File: src/rtl/sub_pkg.sv
// Shared definitions for the sequential slice-serial subtractor.
package sub_pkg;

  localparam int unsigned WIDTH_DEF  = 32'd32;
  localparam int unsigned SLICE_DEF  = 32'd8;
  localparam int unsigned NUM_SLICES = WIDTH_DEF / SLICE_DEF;
  localparam int unsigned IDX_W      = (NUM_SLICES > 32'd1) ? $clog2(NUM_SLICES) : 32'd1;

  typedef enum logic [1:0] {
    IDLE = 2'd0,
    BUSY = 2'd1,
    DONE = 2'd2
  } sub_state_e;

endpackage

File: src/rtl/byte_sub_stage.sv
// One combinational slice of the subtractor: diff = a + ~b + ~bin.
// bin/bout use borrow polarity (1 = borrow), the inverse of an adder carry.
module byte_sub_stage #(
  parameter int unsigned SLICE = 32'd8
) (
  input  logic [SLICE-1:0] a,
  input  logic [SLICE-1:0] b,
  input  logic             bin,
  output logic [SLICE-1:0] diff,
  output logic             bout
);

  logic [SLICE:0] sum_s;

  // Add the minuend to the one's complement of the subtrahend plus inverted borrow.
  always_comb begin
    sum_s = {1'b0, a} + {1'b0, ~b} + {{SLICE{1'b0}}, ~bin};
    diff  = sum_s[SLICE-1:0];
    bout  = ~sum_s[SLICE];
  end

endmodule

File: src/rtl/seq_subtractor_32bit.sv
// Slice-serial subtractor: DIFF = A - B - bin, one SLICE-bit slice per clock,
// LSB slice first, with a registered borrow between slices. Valid/ready on
// both sides; results and flags are held until the next completed operation.
import sub_pkg::*;

module seq_subtractor_32bit #(
  parameter int unsigned WIDTH = WIDTH_DEF,
  parameter int unsigned SLICE = SLICE_DEF
) (
  input  logic             clk_i,
  input  logic             rst_ni,
  input  logic             in_valid_i,
  output logic             in_ready_o,
  input  logic [WIDTH-1:0] A_i,
  input  logic [WIDTH-1:0] B_i,
  input  logic             bin_i,
  output logic             out_valid_o,
  input  logic             out_ready_i,
  output logic [WIDTH-1:0] DIFF_o,
  output logic             bout_o,
  output logic             ovf_o,
  output logic             zero_o
);

  localparam int unsigned NSL = WIDTH / SLICE;
  localparam int unsigned IW  = (NSL > 32'd1) ? $clog2(NSL) : 32'd1;
  localparam logic [IW-1:0] LAST_IDX = IW'(NSL - 32'd1);

  sub_state_e       state_r;
  logic [IW-1:0]    idx_r;
  logic [WIDTH-1:0] a_r;
  logic [WIDTH-1:0] b_r;
  logic             borrow_r;
  logic [WIDTH-1:0] acc_r;
  logic [WIDTH-1:0] diff_r;
  logic             bout_r;
  logic             ovf_r;
  logic             zero_r;
  logic             in_ready_r;
  logic             out_valid_r;

  logic [31:0]      bit_base_s;
  logic [SLICE-1:0] slice_a_s;
  logic [SLICE-1:0] slice_b_s;
  logic [SLICE-1:0] slice_diff_s;
  logic             slice_bout_s;
  logic [WIDTH-1:0] final_diff_s;
  logic             final_ovf_s;
  logic             final_zero_s;

  // Select the operand slice addressed by the current slice index.
  always_comb begin
    bit_base_s = 32'(idx_r) * SLICE;
    slice_a_s  = a_r[bit_base_s +: SLICE];
    slice_b_s  = b_r[bit_base_s +: SLICE];
  end

  byte_sub_stage #(
    .SLICE (SLICE)
  ) u_stage (
    .a    (slice_a_s),
    .b    (slice_b_s),
    .bin  (borrow_r),
    .diff (slice_diff_s),
    .bout (slice_bout_s)
  );

  // Full result as it will look once the top slice (being computed now) lands.
  always_comb begin
    final_diff_s                  = acc_r;
    final_diff_s[WIDTH-1 -: SLICE] = slice_diff_s;
    final_ovf_s  = (a_r[WIDTH-1] != b_r[WIDTH-1]) && (final_diff_s[WIDTH-1] != a_r[WIDTH-1]);
    final_zero_s = ~|final_diff_s;
  end

  // Control FSM, operand capture, slice accumulation and registered outputs.
  always_ff @(posedge clk_i) begin
    if (!rst_ni) begin
      state_r     <= IDLE;
      idx_r       <= '0;
      a_r         <= '0;
      b_r         <= '0;
      borrow_r    <= 1'b0;
      acc_r       <= '0;
      diff_r      <= '0;
      bout_r      <= 1'b0;
      ovf_r       <= 1'b0;
      zero_r      <= 1'b0;
      in_ready_r  <= 1'b0;
      out_valid_r <= 1'b0;
    end else begin
      case (state_r)
        IDLE: begin
          if (in_valid_i && in_ready_r) begin
            a_r        <= A_i;
            b_r        <= B_i;
            borrow_r   <= bin_i;
            idx_r      <= '0;
            acc_r      <= '0;
            in_ready_r <= 1'b0;
            state_r    <= BUSY;
          end else begin
            in_ready_r <= 1'b1;
          end
        end
        BUSY: begin
          acc_r[bit_base_s +: SLICE] <= slice_diff_s;
          borrow_r                   <= slice_bout_s;
          idx_r                      <= idx_r + IW'(1);
          if (idx_r == LAST_IDX) begin
            diff_r      <= final_diff_s;
            bout_r      <= slice_bout_s;
            ovf_r       <= final_ovf_s;
            zero_r      <= final_zero_s;
            out_valid_r <= 1'b1;
            state_r     <= DONE;
          end else begin
            state_r     <= BUSY;
          end
        end
        DONE: begin
          if (out_ready_i) begin
            out_valid_r <= 1'b0;
            in_ready_r  <= 1'b1;
            state_r     <= IDLE;
          end else begin
            state_r     <= DONE;
          end
        end
        default: begin
          state_r     <= IDLE;
          in_ready_r  <= 1'b0;
          out_valid_r <= 1'b0;
        end
      endcase
    end
  end

  assign in_ready_o  = in_ready_r;
  assign out_valid_o = out_valid_r;
  assign DIFF_o      = diff_r;
  assign bout_o      = bout_r;
  assign ovf_o       = ovf_r;
  assign zero_o      = zero_r;

endmodule

File: config.mk
export PLATFORM = sky130hd
export DESIGN_NAME = seq_subtractor_32bit
export DESIGN_NICKNAME = d
export VERILOG_FILES = /design/src/rtl/sub_pkg.sv /design/src/rtl/byte_sub_stage.sv /design/src/rtl/seq_subtractor_32bit.sv
export SDC_FILE = /design/constraint.sdc
export NUM_CORES = 1
export LEC_CHECK = 0
export CAP_MARGIN = 0
export CELL_PAD_IN_SITES_DETAIL_PLACEMENT = 0
export CELL_PAD_IN_SITES_GLOBAL_PLACEMENT = 1
export CORE_UTILIZATION = 42
export DETAILED_ROUTE_END_ITERATION = 10
export PLACE_DENSITY_LB_ADDON = 0.1
export SYNTH_ARGS = -nofsm -noshare
export SYNTH_HDL_FRONTEND = slang
export SYNTH_SLANG_ARGS = --single-unit
File: constraint.sdc
create_clock -name clk_i -period 6.3 [get_ports clk_i]
set_input_delay 0.63 -clock clk_i [delete_from_list [all_inputs] [get_ports clk_i]]
set_output_delay 0.63 -clock clk_i [all_outputs]
set_load 0.01 [all_outputs]
* After elaboration in Yosys (flattened, before gate mapping)
Cells that the tools add are included.
Storage, ports and cells: register bits 138, bits of input ports 69, output and inout port bits 37
Operators by class: $add $sub $neg 4, equality and inequality tests 8, shift operators 4, multiplexer cells 17, bitwise operators 5, reductions and logical operators 11
Operators with widths (count):
- $pmux 32 s2 | 1
- $shiftx 32x6->8 | 2
- $neg 5->34 | 1
- $shift 8x34->32 const A | 1
- $shiftx 8x34->32 | 1
- $bwmux 32 | 1
- $mux 32 | 1
- $reduce_or 32->1 | 1
- $add 8x8->9 | 1
- $add 9x1->9 | 1
- $mux 2 | 4
- $not 8->8 | 1
- $reduce_and 2->1 | 4
- $ne 2x2->1 const B | 3
- $pmux 1 s3 | 2
- $pmux 2 s3 | 1
- $mux 1 | 5
- $eq 2x2->1 const B | 2
- $not 1->1 | 4
- $pmux 2 s2 | 1
- $reduce_and 3->1 | 1
- $add 2x1->2 const B | 1
- $eq 2x1->1 const B | 1
- $logic_and 1x1->1 | 2
- 5 further kinds | 6

* Longest topological paths before layout
Gate-level depths: netlist of run 1.
depth after elaboration 7, mapped depth 12, gate-level depth less buffers 11

* Cells and area by module
A second synthesis of run 1 with hierarchy kept.
Second synthesis, totals: cell total of the unflattened synthesis 631, area total of the unflattened synthesis 5724.2 um^2
By module, submodules not included:
- seq_subtractor_32bit | instances 1, cells an instance 588, area each 5395.2 um^2
- byte_sub_stage | instances 1, cells an instance 43, area each 329.1 um^2

* Worst setup path before layout of run 1
OpenSTA, ideal clock, no wires.
kind reg-to-reg, from register idx_r[0], to register zero_r, in the netlist zero_o, arrival time 3.371 ns, setup slack 2.860 ns, stages on the path, launching flop included 13, path buffers 2, cells stage by stage dfxtp_1 -> buf_2 -> buf_2 -> mux4_2 -> fa_1 -> inv_1 -> fa_1 -> a21oi_2 -> nor2b_1 -> a311oi_2 -> xnor2_1 -> or4_1 -> o21ai_1
On the way: cells in the longest elaborated chain, start to end 6, elaborated cells on any way between the ends 9, those cells by class add/sub: 2; eq/ne: 1; shift: 2; bitwise: 1; reduce/logical: 3
RTL lines:
- start: declaration | RTL line seq_subtractor_32bit.sv:30 | logic [IW-1:0] idx_r;
- start signal: assignment | RTL line seq_subtractor_32bit.sv:109 | idx_r <= idx_r + IW'(1);
- $shiftx 32x6->8 | RTL line seq_subtractor_32bit.sv:55 | slice_b_s = b_r[bit_base_s +: SLICE];
- $not 8->8 | RTL line byte_sub_stage.sv:17 | sum_s = {1'b0, a} + {1'b0, ~b} + {{SLICE{1'b0}}, ~bin};
- $add 8x8->9 | RTL line byte_sub_stage.sv:17
- $add 9x1->9 | RTL line byte_sub_stage.sv:17
- $reduce_or 32->1 | RTL line seq_subtractor_32bit.sv:73 | final_zero_s = ~|final_diff_s;
- $logic_not 1->1 | RTL line seq_subtractor_32bit.sv:73
- end signal: assignment | RTL line seq_subtractor_32bit.sv:114 | zero_r <= final_zero_s;
- end: declaration | RTL line seq_subtractor_32bit.sv:38 | logic zero_r;
Parallel ways exist; a longest one is shown, timed or not. A chain may end at the register's enable or synchronous reset.

* Worst setup path after layout of run 1
from register idx_r[0], to register zero_r, in the netlist zero_o
On the way: cells in the longest elaborated chain, start to end 6, elaborated cells on any way between the ends 9, those cells by class add/sub: 2; eq/ne: 1; shift: 2; bitwise: 1; reduce/logical: 3
RTL lines:
- $shiftx 32x6->8 | RTL line seq_subtractor_32bit.sv:55
- $not 8->8 | RTL line byte_sub_stage.sv:17
- $add 8x8->9 (*) | RTL line byte_sub_stage.sv:17
- $add 9x1->9 (*) | RTL line byte_sub_stage.sv:17
- net slice_diff_s[1] | RTL line seq_subtractor_32bit.sv:45 | logic [SLICE-1:0] slice_diff_s;
- $reduce_or 32->1 (*) | RTL line seq_subtractor_32bit.sv:73
- $logic_not 1->1 (*) | RTL line seq_subtractor_32bit.sv:73
Mark *: on every way through the listed nets, which the timed path passes. The rest lies on a longest branch.

==> run summary, run 1 <==
Total Nets Final: 815
maximum fanout count along the critical path: 12
final setup skew: 0.00628 ns
I/O Pins: 106
logic gate share of total power: 0.125
launch point of the critical path: idx_r[0]
share of total power consumed by net switching: 0.236
most used flip-flop cell after synthesis: sky130_fd_sc_hd__dfxtp_1
largest area contributor in the synthesized netlist: sky130_fd_sc_hd__dfxtp_1
total routing usage reported by global routing: 0.205
total design power: 2.16 mW
GPL Wtd Cong: 0.891
via count of the first global-routing pass: 4,608
Starting Density: 0.431
type of the setup path with the least slack: reg2reg
critical path launch point type: flop
ordered cell list for the critical path: buf_4 -> mux4_2 -> fa_1 -> inv_1 -> fa_1 -> nor2_1 -> nand4_1 -> nor2_1 -> nand3_1 -> or4_1 -> o21ai_1
Power Internal: 1.65 mW
endpoints failing setup: 0
Register-to-Register Setup Slack: 2.48 ns
post-synth top area share: 0.456
maximum frequency from static timing analysis: 262 MHz
diode insertion count for antenna repair: 0
net count after synthesis: 727
Placement Rows: 42
IR drop worst, VDD: 181 uV
leftover overflow at the end of global routing: 0
# port buffers: 105
Antenna Violating Nets Remaining: 0
Core Area: 0.0132 mm2
capture point of the worst reg-to-reg path: zero_o
crit path DAT: 4.17 ns
remaining max-slew budget at the tightest pin: 0.231
number of buffers inserted during clock tree synthesis: 17
post-CTS setup buffer count: 0
number of buffers and inverters on the critical path: 2
CTS tree: done
leakage power figure: 2.56 nW
yosys synthesis warning count: 0
cell with the largest stage delay on the worst path: sky130_fd_sc_hd__dfxtp_1
Hold Vio Cnt, Final: 0
most common cell after layout, fill and taps aside: sky130_fd_sc_hd__nand2_1
HP Class: reg2reg
required time of the critical path: 6.65 ns
number of unique standard cell types used by synthesis: 41
number of buffers between clock root and the deepest sink: 2
maximum number of pins on one net before global-route repair: 132
DIE AREA: 0.0141 mm2
Avg Synthesized Cell Area: 8.85 um2
first-pass detailed-route iteration total: 4
die width: 119 um
Total Routed Length: 13.4 mm
global-route wire length before repair: 22.5 mm
max-slew violation count: 0
share of the cycle needed by the critical path after routing: 0.606
clock slew seen by the registers of the worst setup and hold paths: 0.06 ns
sort of element at the end of the critical path: flop
Sw Pwr: 0.510 mW
reg-to-reg critical path startpoint: idx_r[0]
number of cells on the worst reg-to-reg path: 11
Clock Power Share: 0.473
cell area after synthesis: 0.00571 mm2
sequential share of power: 0.402
commonest non-fill, non-tap cells in the layout: sky130_fd_sc_hd__nand2_1 (198), sky130_fd_sc_hd__dfxtp_1 (130), sky130_fd_sc_hd__clkdlybuf4s50_1 (104)
setup repair after global routing missed its margin: no
power per standard cell area: 290 mW/mm2
number of cells upsized or downsized after cts: 0
DP Wirelength: 9.38 mm
Worst-Margin Slew: 1.15 ns
launch point of the worst hold path: DIFF_o[17]
H-tree levels: 4
DRC viols: 0
number of standard cells after synthesis: 645
antenna violations before repair: 0
leading post-synthesis cells by cell area: sky130_fd_sc_hd__dfxtp_1 (46%), sky130_fd_sc_hd__a21boi_0 (13%), sky130_fd_sc_hd__nand2_1 (13%)
CTS hold repair buffers: 0
worst skew pair latency: 0.42 ns
sequential fraction of the synthesis area: 0.456
total stage count of the critical path: 11
clk sinks: 130
average routed wire per standard cell: 14.6 um
area added between synthesis and finish: 31.0%
Vias/cell: 5.07
run status: completed
time the worst path needs with I/O delays and setup: 3.82 ns
number of synthesized flops with an enable pin: 0
Die Span Y: 119 um
DRC marker count from the first detailed-route iteration: 284
proportion of synthesized flip-flops having asynchronous set or reset: 0
delay of the slowest critical-path stage: 0.79 ns
Critical Path End: zero_o
clock root cell: sky130_fd_sc_hd__clkbuf_16
ratio of cells with drive above 1 in the final layout: 0.0804
#FFs+latches synth: 130
max-cap check violation count: 0
count of vias placed by the detailed router: 4,678
cell type group with the largest total delay on the critical path: simple AND/OR/NAND/NOR gates
Setup TNS Final: 0 ns
[per-layer routing]
metal	track usage	part of all wire	up-vias
met1	0.239	0.44	2194
met4	0.105	0.020	0
met3	0.0454	0.030	22
li1	-	-	2368
met5	0	0	-
met2	0.352	0.50	94
[registers in the layout, indices dropped and copies added (netlist names)]
signal and count:
in_ready_o 1, out_valid_o 1, bout_o 1, DIFF_o 32, idx_r 2, b_r 32, acc_r 24, zero_o 1
a_r 32, state_r 2, ovf_o 1, borrow_r 1
[worst min path at each step]
stage / endpoint / slack [ns] / cells after the start
final: DIFF_o[17] / 0.46 / 2
after global routing: a_r[27] / 0.48 / 2
after CTS: b_r[8] / 0.47 / 2
after detailed placement: a_r[28] / 0.46 / 2
after global placement: a_r[24] / 0.45 / 2
after floorplan: a_r[16] / 0.44 / 2
[worst min-delay path, cell delays in order, from the launching register on]
cell and delay [ns]:
sky130_fd_sc_hd__dfxtp_1 0.30, sky130_fd_sc_hd__nand2_1 0.04, sky130_fd_sc_hd__a21boi_0 0.06
[through the flow]
stage	instance area [um2]	hold slack (ns)	util	setup WS, ns	instances
floorplan	5710	0.440	-	2.86	645
global placement	6860	0.453	0.518	2.47	890
detailed placement	6860	0.460	0.518	2.45	890
CTS	7470	0.467	0.564	2.42	922
global route	7470	0.484	0.564	2.07	922
finish	7470	0.463	0.564	2.48	922
[cells by family after synthesis]
logic type	count (synthesis)	share of synthesized area
XOR/XNOR	3	0.00461
AND/OR/NAND/NOR	273	0.210
buffers and inverters	56	0.0390
adder cells (fa/ha/maj)	13	0.0311
multiplexers	16	0.0632
AO/OA/AOI/OAI	154	0.196
flip-flops	130	0.456
[cell usage after synthesis, drive strengths merged, types with 2 or more instances]
cell type / n
nor2b: 28
buf: 10
nand2: 198
nor3b: 5
and3: 2
clkbuf: 32
fa: 2
nor2: 16
and2: 2
xnor2: 2
a21oi: 8
or4: 2
nor3: 4
dfxtp: 130
inv: 14
nor4b: 2
or4b: 2
ha: 11
o21a: 2
o21ai: 15
a22oi: 22
nand3: 3
a21boi: 99
nor4: 5
mux4: 16
[power by group through the flow]
stage | Combinational, mW | Sequential (mW) | Clock (mW)
after floorplan | 0.177 | 0.878 | 0
after global placement | 0.263 | 0.888 | 0
after detailed placement | 0.269 | 0.889 | 0
after CTS | 0.270 | 0.871 | 1.04
after global routing | 0.301 | 0.874 | 1.08
final | 0.270 | 0.871 | 1.02
[area by class of cell]
class,instances,area [um2]
Sequential cell,130,2600
Timing Repair Buffer,111,1090
Multi-Input combinational cell,459,2890
Clock inverter,11,159
Fill cell,1249,5770
Tap cell,176,220
Inverter,14,52.6
Clock buffer,21,460
No activity file was read; power rests on OpenSTA's default activity.
==> run 2, diff against run 1 <==
--- a/config.mk
+++ b/config.mk
@@ -8,7 +8,7 @@
 export CAP_MARGIN = 0
 export CELL_PAD_IN_SITES_DETAIL_PLACEMENT = 0
 export CELL_PAD_IN_SITES_GLOBAL_PLACEMENT = 1
-export CORE_UTILIZATION = 42
+export CORE_UTILIZATION = 35
 export DETAILED_ROUTE_END_ITERATION = 10
 export PLACE_DENSITY_LB_ADDON = 0.1
 export SYNTH_ARGS = -nofsm -noshare
==> constraint.sdc (replaced) <==
create_clock -name clk_i -period 3.45 [get_ports clk_i]
set_input_delay 0.345 -clock clk_i [delete_from_list [all_inputs] [get_ports clk_i]]
set_output_delay 0.345 -clock clk_i [all_outputs]
set_load 0.01 [all_outputs]
==> run summary, run 2 (same netlist as run 1, synthesis figures left out) <==
run status: completed
Core Area: 0.0159 mm2 (+20%)
number of buffers between clock root and the deepest sink: 2 (unchanged)
setup repair after global routing missed its margin: no
Total Routed Length: 14.2 mm (+5.8%)
crit path DAT: 3.46 ns (-0.71 ns)
time the worst path needs with I/O delays and setup: 3.12 ns (-0.702 ns)
leftover overflow at the end of global routing: 0 (unchanged)
share of the cycle needed by the critical path after routing: 0.903 (+0.297)
antenna violations before repair: 0 (unchanged)
Die Span Y: 130 um (+9.4%)
DRC viols: 0 (unchanged)
sequential share of power: 0.409 (+0.007)
number of buffers inserted during clock tree synthesis: 17 (unchanged)
maximum number of pins on one net before global-route repair: 131 (-0.76%)
H-tree levels: 4 (unchanged)
delay of the slowest critical-path stage: 0.52 ns (-0.27 ns)
Vias/cell: 4.84 (-4.6%)
via count of the first global-routing pass: 4,553 (-1.2%)
DRC marker count from the first detailed-route iteration: 302 (+6.3%)
Sw Pwr: 0.964 mW (+89%)
Antenna Violating Nets Remaining: 0 (unchanged)
Placement Rows: 46 (+9.5%)
count of fill cells added during filler insertion: 1,588 (+27%)
diode insertion count for antenna repair: 0 (unchanged)
CTS hold repair buffers: 0 (unchanged)
first-pass detailed-route iteration total: 4 (unchanged)
Starting Density: 0.359 (-0.0717)
number of buffers and inverters on the critical path: 2 (unchanged)
remaining max-slew budget at the tightest pin: 0.284 (+0.0528)
post-CTS setup buffer count: 0 (unchanged)
critical path launch point type: flop
total stage count of the critical path: 10 (-1)
clock slew seen by the registers of the worst setup and hold paths: 0.06 ns (about the same)
clk sinks: 130 (unchanged)
average routed wire per standard cell: 14.7 um (+0.71%)
# port buffers: 105 (unchanged)
reg-to-reg critical path startpoint: idx_r[0]
final setup skew: 0.00949 ns (+0.00321 ns)
required time of the critical path: 3.79 ns (-2.86 ns)
ratio of cells with drive above 1 in the final layout: 0.0876 (+0.00722)
capture point of the worst reg-to-reg path: ovf_o
cell type group with the largest total delay on the critical path: compound AO/OA/AOI/OAI gates
clock root cell: sky130_fd_sc_hd__clkbuf_16
IR drop worst, VDD: 350 uV (+94%)
Power Internal: 2.91 mW (+76%)
HP Class: in2reg
DIE AREA: 0.0168 mm2 (+20%)
maximum fanout count along the critical path: 13 (+1)
endpoints failing setup: 0 (unchanged)
Clock Power Share: 0.448 (-0.025)
final-layout worst hold slack: 0.421 ns (-0.0426 ns)
worst skew pair latency: 0.41 ns (about the same)
number of cells upsized or downsized after cts: 0 (unchanged)
max-cap check violation count: 0 (unchanged)
cell with the largest stage delay on the worst path: sky130_fd_sc_hd__mux4_2
type of the setup path with the least slack: reg2reg
most common cell after layout, fill and taps aside: sky130_fd_sc_hd__nand2_1
maximum frequency from static timing analysis: 321 MHz (+23%)
Critical Path End: ovf_o
max-slew violation count: 0 (unchanged)
count of vias placed by the detailed router: 4,692 (+0.30%)
launch point of the critical path: idx_r[0]
GPL Wtd Cong: 0.854 (-4.2%)
Worst-Margin Slew: 1.07 ns (-0.0744 ns)
commonest non-fill, non-tap cells in the layout: sky130_fd_sc_hd__nand2_1 (198), sky130_fd_sc_hd__dfxtp_1 (130), sky130_fd_sc_hd__clkdlybuf4s50_1 (104)
power per standard cell area: 514 mW/mm2 (+77%)
leakage power figure: 2.57 nW (+0.32%)
CTS tree: done
I/O Pins: 106 (unchanged)
sort of element at the end of the critical path: flop
Setup TNS Final: 0 ns (unchanged)
final standard cell utilization of the core: 0.475 (-0.0896)
Register-to-Register Setup Slack: 0.33 ns (-2.15 ns)
logic gate share of total power: 0.142 (+0.017)
global-route wire length before repair: 23.2 mm (+2.9%)
Cells on Worst Hold Path: 6 (+4)
ordered cell list for the critical path: buf_4 -> mux4_2 -> inv_1 -> ha_1 -> nor2b_1 -> o31a_1 -> o21ai_1 -> o22ai_1 -> or4b_1 -> a31oi_1
DP Wirelength: 10.1 mm (+7.7%)
Total Nets Final: 822 (+0.86%)
Hold Vio Cnt, Final: 0 (unchanged)
share of total power consumed by net switching: 0.249 (+0.0131)
die width: 130 um (+9.4%)
total routing usage reported by global routing: 0.181 (-0.0243)
number of cells on the worst reg-to-reg path: 10 (-1)
area added between synthesis and finish: 32.2%
run 2: layout make-up:
cell class                      instances  area, um2  area share
Multi-Input combinational cell        459       2890       0.383
Sequential cell                       130       2600       0.345
Timing Repair Buffer                  118       1160       0.153
Clock buffer                           22        464      0.0615
Tap cell                              216        270      0.0358
Clock inverter                         10        109      0.0144
Inverter                               14       52.6     0.00697
run 2: per-layer routing:
metal,vias to the layer above,GRT usage,wire (um)
met3,26,0.0380,468
met4,0,0.0814,340
met5,-,0,0
met1,2173,0.215,6430
met2,99,0.313,6990
li1,2394,-,-
run 2: how the worst min path moves through the flow:
stage / start / endpoint
final: rst_ni / zero_o
after global routing: rst_ni / zero_o
after CTS: rst_ni / zero_o
after detailed placement: a_r[1] / a_r[1]
after global placement: DIFF_o[11] / DIFF_o[11]
after floorplan: a_r[16] / a_r[16]
run 2: power by group through the flow:
stage | clock network (mW) | logic, mW | registers (mW)
after floorplan | 0 | 0.324 | 1.60
after global placement | 0 | 0.549 | 1.62
after detailed placement | 0 | 0.556 | 1.62
after CTS | 1.77 | 0.558 | 1.59
after global routing | 1.84 | 0.606 | 1.59
final | 1.74 | 0.551 | 1.59
run 2: worst reg2reg max path, stage by stage, from the launching register on:
cell and delay [ns]:
sky130_fd_sc_hd__dfxtp_1 0.43, sky130_fd_sc_hd__buf_4 0.28, sky130_fd_sc_hd__mux4_2 0.52, sky130_fd_sc_hd__inv_1 0.11, sky130_fd_sc_hd__ha_1 0.23, sky130_fd_sc_hd__nor2b_1 0.14, sky130_fd_sc_hd__o31a_1 0.27, sky130_fd_sc_hd__o21ai_1 0.23
sky130_fd_sc_hd__o22ai_1 0.19, sky130_fd_sc_hd__or4b_1 0.50, sky130_fd_sc_hd__a31oi_1 0.17
run 2: per-stage QoR:
| stage | worst slack (ns) | cells | total power [mW] | area [um2] |
|---|---|---|---|---|
| final | 0.334 | 969 | 3.87 | 7540 |
| after global routing | 0.0500 | 969 | 4.04 | 7540 |
| after CTS | 0.319 | 969 | 3.91 | 7540 |
| after detailed placement | 0.314 | 937 | 2.18 | 6970 |
| after global placement | 0.410 | 937 | 2.17 | 6970 |
| after floorplan | 0.0102 | 645 | 1.93 | 5710 |
==> run 3, diff against run 2 <==
==> constraint.sdc (replaced) <==
create_clock -name clk_i -period 2.8 [get_ports clk_i]
set_input_delay 0.28 -clock clk_i [delete_from_list [all_inputs] [get_ports clk_i]]
set_output_delay 0.28 -clock clk_i [all_outputs]
set_load 0.01 [all_outputs]
==> run summary, run 3 (same netlist as run 1, synthesis figures left out) <==
run status: finished with violations
violated checks: setup timing
leftover overflow at the end of global routing: 0 (unchanged)
via count of the first global-routing pass: 4,602 (+1.1%)
max-cap check violation count: 0 (unchanged)
leakage power figure: 2.68 nW (+4.4%)
Cell Count, Final, Fillers Out: 990 (+2.2%)
clock slew seen by the registers of the worst setup and hold paths: 0.06 ns (about the same)
time the worst path needs with I/O delays and setup: 2.84 ns (-0.281 ns)
maximum frequency from static timing analysis: 353 MHz (+9.9%)
area added between synthesis and finish: 35.8%
clock root cell: sky130_fd_sc_hd__clkbuf_16
Hold Vio Cnt, Final: 0 (unchanged)
GPL Wtd Cong: 0.826 (-3.3%)
global-route wire length before repair: 23.2 mm (about the same)
first-pass detailed-route iteration total: 4 (unchanged)
Total Routed Length: 14.2 mm (about the same)
Critical Path End: zero_o
DRC viols: 0 (unchanged)
number of cells on the worst reg-to-reg path: 11 (+1)
HP Class: in2reg
number of buffers between clock root and the deepest sink: 2 (unchanged)
I/O Pins: 106 (unchanged)
Vias/cell: 4.76 (-1.7%)
DP Wirelength: 10.4 mm (+3.2%)
crit path DAT: 3.19 ns (-0.27 ns)
Placement Rows: 46 (unchanged)
critical path launch point type: flop
met3 Resource Use GR: 0.0367 (-0.00124)
final setup skew: 0.00657 ns (-0.00292 ns)
DRC marker count from the first detailed-route iteration: 279 (-7.6%)
launch point of the critical path: idx_r[0]
sort of element at the end of the critical path: flop
required time of the critical path: 3.15 ns (-0.64 ns)
commonest non-fill, non-tap cells in the layout: sky130_fd_sc_hd__nand2_1 (198), sky130_fd_sc_hd__dfxtp_1 (129), sky130_fd_sc_hd__clkdlybuf4s50_1 (104)
total routing usage reported by global routing: 0.182 (+0.000959)
die width: 130 um (unchanged)
number of buffers inserted during clock tree synthesis: 17 (unchanged)
count of vias placed by the detailed router: 4,713 (+0.45%)
most common cell after layout, fill and taps aside: sky130_fd_sc_hd__nand2_1
maximum number of pins on one net before global-route repair: 67 (-49%)
Starting Density: 0.359 (unchanged)
Register-to-Register Setup Slack: -0.04 ns (-0.37 ns)
endpoints failing setup: 2 (+2)
GR Layer Usage met2: 0.310 (-0.00315)
DIE AREA: 0.0168 mm2 (unchanged)
Die Span Y: 130 um (unchanged)
CTS tree: done
fraction of met1 tracks used by global routing: 0.214 (-0.000830)
setup ws final: -0.0354 ns (-0.369 ns)
cell count after placement: 957 (+2.1%)
remaining max-slew budget at the tightest pin: 0.499 (+0.214)
reg-to-reg critical path startpoint: idx_r[0]
power per standard cell area: 626 mW/mm2 (+22%)
Antenna Violating Nets Remaining: 0 (unchanged)
Total Nets Final: 843 (+2.6%)
clk sinks: 130 (unchanged)
average routed wire per standard cell: 14.4 um (-2.0%)
worst skew pair latency: 0.43 ns (+0.02 ns)
share of the cycle needed by the critical path after routing: 1.01 (+0.109)
Worst-Margin Slew: 0.752 ns (-0.322 ns)
IR drop worst, VDD: 500 uV (+43%)
max-slew violation count: 0 (unchanged)
ratio of cells with drive above 1 in the final layout: 0.132 (+0.0441)
diode insertion count for antenna repair: 0 (unchanged)
Core Area: 0.0159 mm2 (unchanged)
GRT Max-Usage Layer: met2
CTS hold repair buffers: 0 (unchanged)
capture point of the worst reg-to-reg path: zero_o
final-layout worst hold slack: 0.350 ns (-0.0709 ns)
H-tree levels: 4 (unchanged)
type of the setup path with the least slack: reg2reg
setup repair after global routing missed its margin: yes
# port buffers: 105 (unchanged)
antenna violations before repair: 0 (unchanged)
maximum fanout count along the critical path: 6 (-7)
[run 3: worst min-delay path by stage]
stage / startpoint / to / slack, ns / depth (start not counted)
detailed placement: DIFF_o[15] / DIFF_o[15] / 0.46 / 2
finish: rst_ni / in_ready_o / 0.35 / 3
global route: rst_ni / state_r[1] / 0.40 / 2
floorplan: A_i[24] / a_r[24] / 0.42 / 2
global placement: DIFF_o[9] / DIFF_o[9] / 0.45 / 2
CTS: rst_ni / in_ready_o / 0.34 / 3
[run 3: per-stage QoR]
step / TNS (ns) / total power [mW] / instance area, um2 / util / setup slack [ns]
after floorplan: -0.253 / 2.39 / 5740 / - / -0.158
after global placement: -0.0971 / 2.73 / 7140 / 0.449 / -0.0537
after detailed placement: -0.326 / 2.74 / 7140 / 0.449 / -0.137
after CTS: -0.0660 / 4.89 / 7720 / 0.486 / -0.0465
after global routing: -0.783 / 5.06 / 7750 / 0.488 / -0.177
final: -0.0359 / 4.85 / 7750 / 0.488 / -0.0354
[run 3: power by group]
group	total [mW]	switching (mW)	internal, mW
registers	1.95	0.0425	1.91
clock network	2.13	0.805	1.32
logic	0.775	0.387	0.387
total	4.85	1.24	3.62
[run 3: critical path, cell delays in order, from the launching register on]
cell and delay, ns:
sky130_fd_sc_hd__dfxtp_4 0.39, sky130_fd_sc_hd__mux4_2 0.52, sky130_fd_sc_hd__inv_2 0.08, sky130_fd_sc_hd__fa_2 0.21, sky130_fd_sc_hd__inv_2 0.04, sky130_fd_sc_hd__fa_2 0.35
sky130_fd_sc_hd__a21oi_2 0.15, sky130_fd_sc_hd__nor2b_2 0.07, sky130_fd_sc_hd__a311oi_2 0.22, sky130_fd_sc_hd__xnor2_1 0.12, sky130_fd_sc_hd__or4_1 0.49, sky130_fd_sc_hd__o21ai_1 0.13
[run 3: metal layers]
layer | up-vias | part of all wire
li1 | 2429 | -
met1 | 2160 | 0.44
met2 | 100 | 0.49
met3 | 24 | 0.038
met4 | 0 | 0.026
met5 | - | 0
[run 3: what timing repair did]
item                       4_1_cts  5_1_grt
pin swaps                        4        1
gates resized for setup          5        9
buffers inserted                 1        1
setup endpoints to repair        9       14
[run 3: cell type report]
class,instances,area (um2)
repair buffers,139,1310
multi-input cells,459,2940
well taps,216,270
clock buffers,21,450
inverters,14,52.6
fillers,1581,8140
clock inverters,11,113
flip-flops and latches,130,2610
